**src/rtl/write_back_pipe.sv**
```systemverilog
// Write-back stage: selects/extends a result at accept and holds up to two
// pending register-file writes in order, with a forwarding query port.
module write_back_pipe #(
    parameter int WIDTH    = 32,
    parameter int NSRC     = 4,
    parameter int ADDR_W   = 5,
    parameter int ZERO_REG = 1,
    localparam int SEL_W   = $clog2(NSRC),
    localparam int OFF_W   = $clog2(WIDTH / 8)
) (
    input  logic                    clk,
    input  logic                    reset,
    input  logic                    flush,
    input  logic                    in_valid,
    output logic                    in_ready,
    input  logic                    in_we,
    input  logic [ADDR_W-1:0]       in_addr,
    input  logic [SEL_W-1:0]        in_sel,
    input  logic [NSRC*WIDTH-1:0]   in_src,
    input  logic [1:0]              in_ld_size,
    input  logic                    in_ld_signed,
    input  logic [OFF_W-1:0]        in_ld_off,
    output logic                    rf_valid,
    input  logic                    rf_ready,
    output logic [ADDR_W-1:0]       rf_addr,
    output logic [WIDTH-1:0]        rf_data,
    input  logic [ADDR_W-1:0]       q_addr,
    output logic                    q_hit,
    output logic [WIDTH-1:0]        q_data,
    output logic [1:0]              count
);

    logic [ADDR_W-1:0] e_addr [2];
    logic [WIDTH-1:0]  e_data [2];
    logic [1:0]        cnt;
    logic [WIDTH-1:0]  shifted, word_ext, ld_val, res;
    logic              accept, enq, pop, q_zero, hit0, hit1;

    assign shifted = in_src[WIDTH-1:0] >> {in_ld_off, 3'b000};

    // A 32-bit load only needs extending when the datapath is wider.
    generate
        if (WIDTH > 32) begin : g_wide
            assign word_ext = {{(WIDTH-32){in_ld_signed & shifted[31]}}, shifted[31:0]};
        end else begin : g_narrow
            assign word_ext = shifted;
        end
    endgenerate

    always_comb begin
        ld_val = shifted;
        case (in_ld_size)
            2'b00:   ld_val = {{(WIDTH-8){in_ld_signed & shifted[7]}}, shifted[7:0]};
            2'b01:   ld_val = {{(WIDTH-16){in_ld_signed & shifted[15]}}, shifted[15:0]};
            2'b10:   ld_val = word_ext;
            default: ld_val = shifted;
        endcase
    end

    // Out-of-range selects fall through to zero.
    always_comb begin
        res = '0;
        if (in_sel == '0) res = ld_val;
        for (int k = 1; k < NSRC; k++)
            if (in_sel == SEL_W'(k)) res = in_src[k*WIDTH +: WIDTH];
    end

    assign in_ready = (cnt < 2'd2);
    assign rf_valid = (cnt != 2'd0);
    assign accept   = in_valid & in_ready & ~flush;
    assign enq      = accept & in_we & ~((ZERO_REG != 0) && (in_addr == '0));
    assign pop      = rf_valid & rf_ready & ~flush;

    always_ff @(posedge clk or posedge reset) begin
        if (reset) begin
            cnt <= 2'd0;
            for (int i = 0; i < 2; i++) begin
                e_addr[i] <= '0;
                e_data[i] <= '0;
            end
        end else if (flush) begin
            cnt <= 2'd0;
        end else begin
            case ({enq, pop})
                2'b10: begin
                    e_addr[cnt[0]] <= in_addr;
                    e_data[cnt[0]] <= res;
                    cnt            <= cnt + 2'd1;
                end
                2'b01: begin
                    e_addr[0] <= e_addr[1];
                    e_data[0] <= e_data[1];
                    cnt       <= cnt - 2'd1;
                end
                // Push with pop only happens at one entry: new item replaces head.
                2'b11: begin
                    e_addr[0] <= in_addr;
                    e_data[0] <= res;
                end
                default: ;
            endcase
        end
    end

    assign count   = cnt;
    assign rf_addr = rf_valid ? e_addr[0] : '0;
    assign rf_data = rf_valid ? e_data[0] : '0;

    assign q_zero = (ZERO_REG != 0) && (q_addr == '0);
    assign hit1   = (cnt == 2'd2) && (e_addr[1] == q_addr);
    assign hit0   = (cnt != 2'd0) && (e_addr[0] == q_addr);
    assign q_hit  = (hit0 | hit1) & ~q_zero;
    assign q_data = q_zero ? '0 : hit1 ? e_data[1] : hit0 ? e_data[0] : '0;

endmodule

```
**config.mk**
```make
export PLATFORM = sky130hd
export DESIGN_NAME = write_back_pipe
export DESIGN_NICKNAME = d
export VERILOG_FILES = /design/src/rtl/write_back_pipe.sv
export SDC_FILE = /design/constraint.sdc
export NUM_CORES = 1
export LEC_CHECK = 0
export ABC_CLOCK_PERIOD_IN_PS = 2300
export CORE_ASPECT_RATIO = 0.6
export CORE_MARGIN = 5
export CORE_UTILIZATION = 25
export CTS_BUF_LIST = sky130_fd_sc_hd__clkbuf_4 sky130_fd_sc_hd__clkbuf_8
export CTS_CLUSTER_DIAMETER = 120
export DETAILED_ROUTE_END_ITERATION = 10
export GPL_ROUTABILITY_DRIVEN = 0
export GPL_TIMING_DRIVEN = 1
export SLEW_MARGIN = 15
export SYNTH_ARGS = -nofsm -noshare
export SYNTH_HDL_FRONTEND = slang
export SYNTH_SLANG_ARGS = --single-unit
```
**constraint.sdc**
```tcl
create_clock -name clk -period 2.3 [get_ports clk]
set_input_delay 0.345 -clock clk [delete_from_list [all_inputs] [get_ports clk]]
set_output_delay 0.345 -clock clk [all_outputs]
set_load 0.005 [all_outputs]
```
==> flow_summary.json, run 1 <==
{
  "antenna_found_initial": 1,
  "path_cells": "xnor2_1, nand4_1, nor4_4, buf_6, buf_6, buf_12, mux2i_4, nor2_4, buf_2",
  "utilization_pct": 43.5,
  "io_pins": 225,
  "cap_violations": 0,
  "path_common_cell": "buf_6",
  "routed_via_density": 5.07,
  "nets": 1086,
  "p_sw_w": 0.00136,
  "synth_fa_ha_area_share_pct": 0,
  "root_buffer": "clkbuf_8",
  "first_pass_iters": 5,
  "cts_tree": "built",
  "internal_power_w": 0.00300,
  "drt_iter0_markers": 415,
  "synth_ff_type": "dfrtp_1",
  "antenna_cells": 0,
  "rsz0062_at_grt": "yes",
  "drive_gt1_share_pct": 28.3,
  "start_util_pct": 25.3,
  "ys_ff_latch": 76,
  "grt_use_total_pct": 19.4,
  "timing.reg2reg.setup_slack_ps": 270,
  "crit_family": "buffers and inverters",
  "power_leakage_nw": 4.56,
  "fp.dieH_um": 125,
  "path_clk_slew_ps": 90,
  "timing.final.crit_period_ps": 2600,
  "cp.required_ps": 1960,
  "finalCritPeriodShare_pct": 113,
  "seq_area_frac_synth_pct": 34.2,
  "drc_errors": 0,
  "cp-start-kind": "flip-flop",
  "area_delta_synth_final_pct": 71.9,
  "wire_per_inst_um": 20.7,
  "ir_drop_mv": 0.226,
  "clock_sink_count": 76,
  "synth_top_family_by_area": "compound AO/OA/AOI/OAI gates",
  "worst_slack_ps": -298,
  "port_buffers": 224,
  "crit_path_end_kind": "output pin",
  "synth_common_cells": "76 x dfrtp_1, 59 x nor2_1, 51 x mux2i_1, 51 x nand2_1",
  "power_frac_comb_pct": 33.0,
  "yosys.area_share.simple_pct": 17.3,
  "grt_first_pass_wirelength_um": 38600,
  "grt_pass1_vias": 6423,
  "hpwl_um": 19800,
  "tightestPinTransition_ps": 795,
  "seq_power_share_pct": 39.8,
  "synth_nets": 782,
  "htreeDepth": 3,
  "fp.coreArea_um2": 22000,
  "synth_area_um2": 5560,
  "fill_cells": 2173,
  "clockBufferDepth": 2,
  "outcome": "finished with violations",
  "die_w_um": 202,
  "synth-compound-area-share_pct": 25.8,
  "grt_overflow": 0,
  "synth_area_leaders": "dfrtp_1 34%, mux2i_1 9.2%, mux2_2 5.7%, and2_1 4.3%, nor2_1 4.0%",
  "postSynthAreaPerCell_um2": 8.81,
  "synth.most_common_cell": "dfrtp_1",
  "place_ws_ps": -655,
  "swShare_pct": 31.3,
  "path_buf_inv": 4,
  "max_clock_freq_ghz": 0.385,
  "cts_hold_buf": 0,
  "crit_fanout": 6,
  "failed_checks": "setup timing",
  "skew_ps": 10.6,
  "syn-instance-count": 631,
  "final_hold_viol_count": 0,
  "critPathMaxStageDelay_ps": 430,
  "path_class": "reg -> out",
  "cts-buffers-inserted": 9,
  "synth_top_area_share_pct": 34.2,
  "netlist.top_cell.by_area": "dfrtp_1",
  "maxSlewViolCount": 0,
  "worst_path_max_delay_cell": "dfrtp_1",
  "synth.area.mux_share_pct": 15.5,
  "routed_wl_um": 25400,
  "ant_nets": 0,
  "worstPathArrival_ps": 2250,
  "rows": 42,
  "grt_start_max_net_pins": 35,
  "clkPwrFrac_pct": 27.2,
  "powerDensity_nw_per_um2": 457,
  "synth_async_sr_flop_share_pct": 100,
  "die_area_um2": 25400,
  "multi_input_area_um2": 3620,
  "synth_edf_count": 0,
  "synth-xor-area-share_pct": 1.58,
  "synth_cell_types": 47,
  "vias": 6219,
  "clk-insertion-delay-late_ps": 350,
  "setup_viol": 33,
  "seq_area_um2": 1900,
  "hold_class": "in -> async",
  "slew_headroom_pct": 46.9,
  "ys_warn_count": 0
}
metrics by stage:
stage | TNS [ps] | area, um^2 | cells | hold WS [ps] | total power [W]
floorplan | 0 | 5560 | 631 | 411 | 0.00231
global placement | -37480 | 8790 | 1190 | 490 | 0.00307
detailed placement | -39930 | 8790 | 1190 | 504 | 0.00309
CTS | -9790 | 9300 | 1224 | 335 | 0.00433
global route | -12390 | 9550 | 1226 | 369 | 0.00460
finish | -8170 | 9550 | 1226 | 341 | 0.00436
worst reg2reg max path, cell delays in order, from the launching register on:
cell and delay, ps:
dfrtp_1 400, buf_6 140, and4bb_2 320, o21ai_2 90, or3_2 470, buf_4 190, buf_12 160, nand2_1 70
o21ai_0 80
per-layer routing:
metal | share of wire (%) | vias up | routed length, um | GRT usage, %
li1 | - | 2973 | - | -
met1 | 51 | 2985 | 12800 | 29.6
met2 | 42 | 243 | 10600 | 28.2
met3 | 7.1 | 16 | 1800 | 4.97
met4 | 0.58 | 2 | 148 | 2.51
met5 | 0.028 | - | 7 | 0
registers in the layout, indices dropped and copies added (netlist names):
signal and cells:
e_data 64, e_addr 10, count 2
cell type report:
class | count | area share (%)
well taps | 286 | 3.75
clock inverters | 5 | 0.864
repair buffers | 352 | 35.6
inverters | 10 | 0.458
flip-flops and latches | 76 | 19.9
clock buffers | 11 | 1.52
multi-input cells | 486 | 37.9
power groups by stage:
stage | sequential (W) | clock [W] | combinational (W)
floorplan | 0.00166 | 0 | 0.000652
global placement | 0.00173 | 0 | 0.00134
detailed placement | 0.00173 | 0 | 0.00136
CTS | 0.00171 | 0.00122 | 0.00140
global route | 0.00176 | 0.00127 | 0.00157
finish | 0.00174 | 0.00118 | 0.00144
kinds of logic after synthesis:
family | after synthesis
AOI/OAI and AO/OA | 200
and+or+nand+nor | 195
muxes | 81
DFF | 76
buffers and inverters | 69
xor gates and xnor gates | 10
worst paths after layout:
| check | start | depth (start not counted) | to |
|---|---|---|---|
| worst max-delay path | e_addr[3] | 9 | q_data[11] |
| worst min-delay path | reset | 2 | e_addr[2] |
| worst max register to register | count[1] | 8 | e_data[3] |
| worst min register to register | e_data[8] | 2 | e_data[8] |
| max in group asynchronous | reset | 3 | e_addr[1] |
| min in group clk | e_data[8] | 2 | e_data[8] |
cell usage in the layout, fill, tap and decap left out, drive strengths merged, types with 2 or more instances in the layout:
| cell type | synthesis | final |
|---|---|---|
| bufinv | 0 | 2 |
| inv | 10 | 10 |
| buf | 33 | 158 |
| mux2i | 51 | 51 |
| nor2b | 19 | 19 |
| or4 | 2 | 2 |
| a222oi | 16 | 16 |
| a21oi | 18 | 18 |
| nand4 | 7 | 7 |
| dlymetal6s2s | 0 | 39 |
| dlygate4sd2 | 0 | 8 |
| o31ai | 14 | 14 |
| xnor2 | 8 | 8 |
| clkinv | 0 | 3 |
| xor2 | 2 | 2 |
| a211oi | 9 | 9 |
| dfrtp | 76 | 76 |
| o32ai | 9 | 9 |
| a32oi | 6 | 6 |
| mux2 | 29 | 29 |
| a221o | 5 | 5 |
| a221oi | 13 | 13 |
| and2 | 38 | 38 |
| a211o | 7 | 7 |
| o22ai | 11 | 11 |
| nor2 | 59 | 59 |
| o21ai | 57 | 57 |
| nand2 | 52 | 52 |
| nand3 | 7 | 7 |
| clkbuf | 26 | 16 |
| nand2b | 6 | 6 |
| clkdlybuf4s50 | 0 | 142 |
| a22o | 9 | 9 |
| a22oi | 22 | 22 |
what timing repair did:
action / in CTS / in global routing
pin swaps: 18 / 13
setup buffers: 13 / 4
gates resized for setup: 187 / 93
cloned: 6 / 1
endpoints found under the setup margin: 90 / 83
(Power assumes the default switching activity.)
==> inputs of run 2 (changes only) <==
--- a/config.mk
+++ b/config.mk
@@ -14,6 +14,7 @@
 export DETAILED_ROUTE_END_ITERATION = 10
 export GPL_ROUTABILITY_DRIVEN = 0
 export GPL_TIMING_DRIVEN = 1
+export REMOVE_ABC_BUFFERS = 1
 export SLEW_MARGIN = 15
 export SYNTH_ARGS = -nofsm -noshare
 export SYNTH_HDL_FRONTEND = slang
==> run 2 against run 1 <==
Effect of this change:
- the run still ends with setup timing left
- final cell count down 0.33%
- count of clock-buffer cells in the layout is 1 lower
- non-clock buffer count fell by 4
- via count is 0.37% lower
- sequential share of layout area is 0.41 points higher
- critical path type unchanged
- largest power group unchanged
==> flow_summary.json, run 2 (synthesis results as in run 1) <==
{
  "hpwl_um": 19600,
  "ant_nets": 0,
  "finalCritPeriodShare_pct": 116,
  "cp.required_ps": 1960,
  "routed_via_density": 5.07,
  "cts-buffers-inserted": 9,
  "largest_reg_flops": 64,
  "antenna_found_initial": 5,
  "rows": 42,
  "worstPathArrival_ps": 2320,
  "placed_cell_area_um2": 8760,
  "worst_path_max_delay_cell": "dfrtp_1",
  "grt_use_total_pct": 19.7,
  "crit_path_end_kind": "output pin",
  "drc_errors": 0,
  "final_common_cell": "clkdlybuf4s50_1",
  "multi_input_area_um2": 3570,
  "drive_gt1_share_pct": 28.0,
  "maxSlewViolCount": 0,
  "skew_ps": 12.9,
  "cap_violations": 0,
  "routed_wl_um": 25700,
  "grt_overflow": 0,
  "grt_start_max_net_pins": 39,
  "path_common_cell": "buf_12",
  "outcome": "finished with violations",
  "ir_drop_mv": 0.213,
  "start_util_pct": 25.3,
  "port_buffers": 224,
  "cts_hold_buf": 0,
  "hold_class": "in -> async",
  "timing.final.crit_period_ps": 2660,
  "fill_cells": 2156,
  "tightestPinTransition_ps": 731,
  "failed_checks": "setup timing",
  "fin_area_um2": 9360,
  "area_delta_synth_final_pct": 68.4,
  "critPathMaxStageDelay_ps": 440,
  "final_hold_viol_count": 0,
  "slew_headroom_pct": 51.1,
  "io_pins": 225,
  "power_leakage_nw": 3.95,
  "largest_register": "e_data",
  "vias": 6196,
  "grt_pass1_vias": 6298,
  "rsz0062_at_grt": "yes",
  "wire_per_inst_um": 21.0,
  "die_w_um": 202,
  "dp_cells": 1180,
  "root_buffer": "clkbuf_8",
  "worst_slack_ps": -364,
  "path_cells": "xnor2_1, nand4_1, nor4_4, buf_6, buf_12, buf_12, buf_12, mux2i_2, nor2_1, buf_2",
  "place_ws_ps": -687,
  "cts_tree": "built",
  "final_cell_mix": "144 x clkdlybuf4s50_1, 88 x buf_4, 75 x dfrtp_1, 51 x nand2_1, 43 x nor2_1",
  "antenna_cells": 0,
  "clk-insertion-delay-late_ps": 360,
  "fp.coreArea_um2": 22000,
  "seq_area_um2": 1900,
  "crit_fanout": 7,
  "nets": 1082,
  "drt_iter0_markers": 500,
  "htreeDepth": 3,
  "setup_viol": 33,
  "cp-start-kind": "flip-flop",
  "die_area_um2": 25400,
  "max_clock_freq_ghz": 0.375,
  "path_clk_slew_ps": 90,
  "clock_sink_count": 76,
  "path_class": "reg -> out",
  "fp.dieH_um": 125,
  "fin_cells": 1222,
  "powerDensity_nw_per_um2": 439,
  "clockBufferDepth": 2,
  "grt_first_pass_wirelength_um": 38800,
  "first_pass_iters": 6
}
run 2: area by class of cell:
cell class | instances | area share [%]
flip-flops and latches | 76 | 20.3
well taps | 286 | 3.82
clock buffers | 10 | 1.47
clock inverters | 6 | 0.428
multi-input cells | 486 | 38.1
repair buffers | 348 | 35.4
inverters | 10 | 0.455
run 2: critical path: cells and delay by family, from the launching register on:
kind | cells | cell delay [ps]
buffers and inverters | 5 | 640
AND/OR/NAND/NOR | 3 | 500
flip-flops | 1 | 440
multiplexers | 1 | 200
XOR/XNOR | 1 | 160
run 2: where the power goes:
part           total, W  switching (W)  internal (W)
clock network  0.000969       0.000550      0.000420
registers       0.00170       0.000174       0.00153
logic           0.00144       0.000639      0.000797
run 2: final timing paths:
| path | start | endpoint | slack [ps] | cells after the start |
|---|---|---|---|---|
| worst min-delay path | reset | e_data[0] | 300 | 2 |
| max in group asynchronous | reset | e_data[50] | 1420 | 3 |
| min in group clk | e_data[28] | e_data[28] | 520 | 2 |
| worst max register to register | count[1] | e_data[12] | 120 | 8 |
| worst max-delay path | e_addr[0] | q_data[16] | -360 | 10 |
| worst min register to register | e_data[28] | e_data[28] | 520 | 2 |
run 2: timing repair:
action,CTS,global route
pin swaps,28,9
resized for setup,250,61
setup endpoints to repair,75,77
gates cloned,6,0
setup buffers,16,4
run 2: per-stage QoR:
stage,hold WS (ps),util (%),total power (W),setup TNS (ps)
after floorplan,411,-,0.00225,-99860
after CTS,279,42.2,0.00412,-9700
after global placement,490,39.9,0.00304,-36740
final,300,42.6,0.00411,-9240
after global routing,301,42.6,0.00436,-12790
after detailed placement,500,39.9,0.00304,-36840
run 2: routing by layer:
metal	track usage, %	routed length, um	up-vias
met1	29.6	12600	2970
met3	6.03	2020	24
met4	3.51	265	8
met2	27.8	10800	224
li1	-	-	2970
met5	0	42	-
==> inputs of run 3 (changes only) <==
--- a/config.mk
+++ b/config.mk
@@ -14,6 +14,7 @@
 export DETAILED_ROUTE_END_ITERATION = 10
 export GPL_ROUTABILITY_DRIVEN = 0
 export GPL_TIMING_DRIVEN = 1
+export PLACE_DENSITY_LB_ADDON = 0.3
 export REMOVE_ABC_BUFFERS = 1
 export SLEW_MARGIN = 15
 export SYNTH_ARGS = -nofsm -noshare
==> run 3 against run 2 <==
Effect of this change:
- the run still ends with setup timing left
- clock power is 37% higher
- flip-flop and latch count unchanged
- clock skew shrank 6.8 ps
- design area barely moved
- final cell count down 0.98%
- first-iteration DRC count down 3.8%
- sequential share of layout area is essentially flat
- non-clock buffer count shrank 13
- utilization barely moved
- largest power group unchanged
==> flow_summary.json, run 3 (synthesis results as in run 1) <==
{
  "cts_tree": "built",
  "path_clk_slew_ps": 90,
  "crit_path_end_kind": "output pin",
  "final_common_cell": "clkdlybuf4s50_1",
  "worst_path_max_delay_cell": "dfrtp_1",
  "area_delta_synth_final_pct": 68.4,
  "largest_register": "e_data",
  "cap_violations": 0,
  "tightestPinTransition_ps": 531,
  "path_class": "reg -> out",
  "timing.reg2reg.setup_slack_ps": 240,
  "worstPathArrival_ps": 2220,
  "largest_reg_flops": 64,
  "critPathMaxStageDelay_ps": 410,
  "start_util_pct": 25.3,
  "worst_slack_ps": -268,
  "cts_hold_buf": 0,
  "grt_overflow": 0,
  "hpwl_um": 19000,
  "path_cells": "xnor2_1, nand4_1, nor4_4, buf_6, buf_12, buf_8, mux2i_4, nor2_4, buf_2",
  "grt_first_pass_wirelength_um": 37900,
  "hold_class": "in -> async",
  "fp.coreArea_um2": 22000,
  "crit_fanout": 5,
  "die_w_um": 202,
  "skew_ps": 6.14,
  "outcome": "finished with violations",
  "drc_errors": 0,
  "ir_drop_mv": 0.215,
  "seq_area_um2": 1900,
  "max_clock_freq_ghz": 0.389,
  "routed_via_density": 5.02,
  "total_power_w": 0.00445,
  "port_buffers": 224,
  "power_leakage_nw": 4.00,
  "fill_cells": 2192,
  "grt_pass1_vias": 6184,
  "rsz0062_at_grt": "yes",
  "vias": 6074,
  "fin_area_um2": 9360,
  "failed_checks": "setup timing",
  "powerDensity_nw_per_um2": 476,
  "placed_cell_area_um2": 8760,
  "drive_gt1_share_pct": 26.3,
  "setup_viol": 33,
  "finalCritPeriodShare_pct": 112,
  "first_pass_iters": 6,
  "io_pins": 225,
  "fp.dieH_um": 125,
  "htreeDepth": 3,
  "final_hold_viol_count": 0,
  "clk-insertion-delay-late_ps": 370,
  "cp.required_ps": 1960,
  "multi_input_area_um2": 3650,
  "finalSetupTns_ps": -6370,
  "clock_sink_count": 76,
  "clockBufferDepth": 2,
  "wire_per_inst_um": 20.8,
  "drt_iter0_markers": 481,
  "routed_wl_um": 25100,
  "cts-buffers-inserted": 9,
  "grt_use_total_pct": 19.3,
  "maxSlewViolCount": 0,
  "rows": 42,
  "die_area_um2": 25400,
  "antenna_found_initial": 5,
  "nets": 1069,
  "ant_nets": 0,
  "grt_start_max_net_pins": 77,
  "slew_headroom_pct": 64.6,
  "utilization_pct": 42.6,
  "timing.final.crit_period_ps": 2570,
  "final_cell_mix": "146 x clkdlybuf4s50_1, 81 x buf_4, 75 x dfrtp_1, 51 x nand2_1",
  "root_buffer": "clkbuf_8",
  "cp-start-kind": "flip-flop"
}
run 3: worst paths after layout:
| path | start | to | cells past startpoint |
|---|---|---|---|
| hold / removal | reset | e_data[33] | 3 |
| hold reg to reg | e_data[5] | e_data[5] | 2 |
| setup / recovery | e_addr[3] | q_data[24] | 9 |
| min in group clk | e_data[5] | e_data[5] | 2 |
| max in group asynchronous | reset | e_data[48] | 3 |
| setup reg to reg | count[1] | e_data[12] | 7 |
run 3: stage by stage:
| step | instances | hold WS (ps) | setup slack (ps) |
|---|---|---|---|
| floorplan | 572 | 411 | -1750 |
| global placement | 1176 | 489 | -701 |
| detailed placement | 1176 | 499 | -689 |
| CTS | 1207 | 381 | -324 |
| global route | 1209 | 422 | -422 |
| finish | 1210 | 373 | -268 |
run 3: report_power, final:
group / switching [W] / internal [W] / total [W]
sequential: 0.000194 / 0.00153 / 0.00172
clock: 0.000597 / 0.000729 / 0.00133
combinational: 0.000606 / 0.000796 / 0.00140
total: 0.00140 / 0.00305 / 0.00445
run 3: layout make-up:
type | count | area share, %
clock inverter | 7 | 1.32
sequential | 76 | 20.3
inverter | 10 | 0.415
multi-input combinational | 486 | 39.0
timing repair buffer | 335 | 33.8
antenna | 1 | 0.0267
tap | 286 | 3.83
clock buffer | 9 | 1.32
run 3: worst max-delay path, delay by kind of cell, from the launching register on:
family        cells  cell delay [ps]
mux               1              240
flops             1              410
xor+xnor          1              160
simple gates      3              440
buf+inv           4              580
run 3: timing repair:
action                                 4_1_cts  5_1_grt
gates cloned                                 3        0
endpoints found under the hold margin        0        0
pin swaps                                   14        6
buffers inserted                            13        4
gates resized for setup                    229       37
setup endpoints to repair                   71       37
run 3: routing by layer:
| layer | part of all wire [%] | vias up | GRT usage (%) | wire (um) |
|---|---|---|---|---|
| met4 | 0.92 | 4 | 2.87 | 231 |
| met2 | 43 | 229 | 28.8 | 10800 |
| met3 | 8.0 | 20 | 5.87 | 2000 |
| met1 | 48 | 2881 | 28.1 | 12000 |
| met5 | 0.099 | - | 0 | 25 |
| li1 | - | 2940 | - | - |
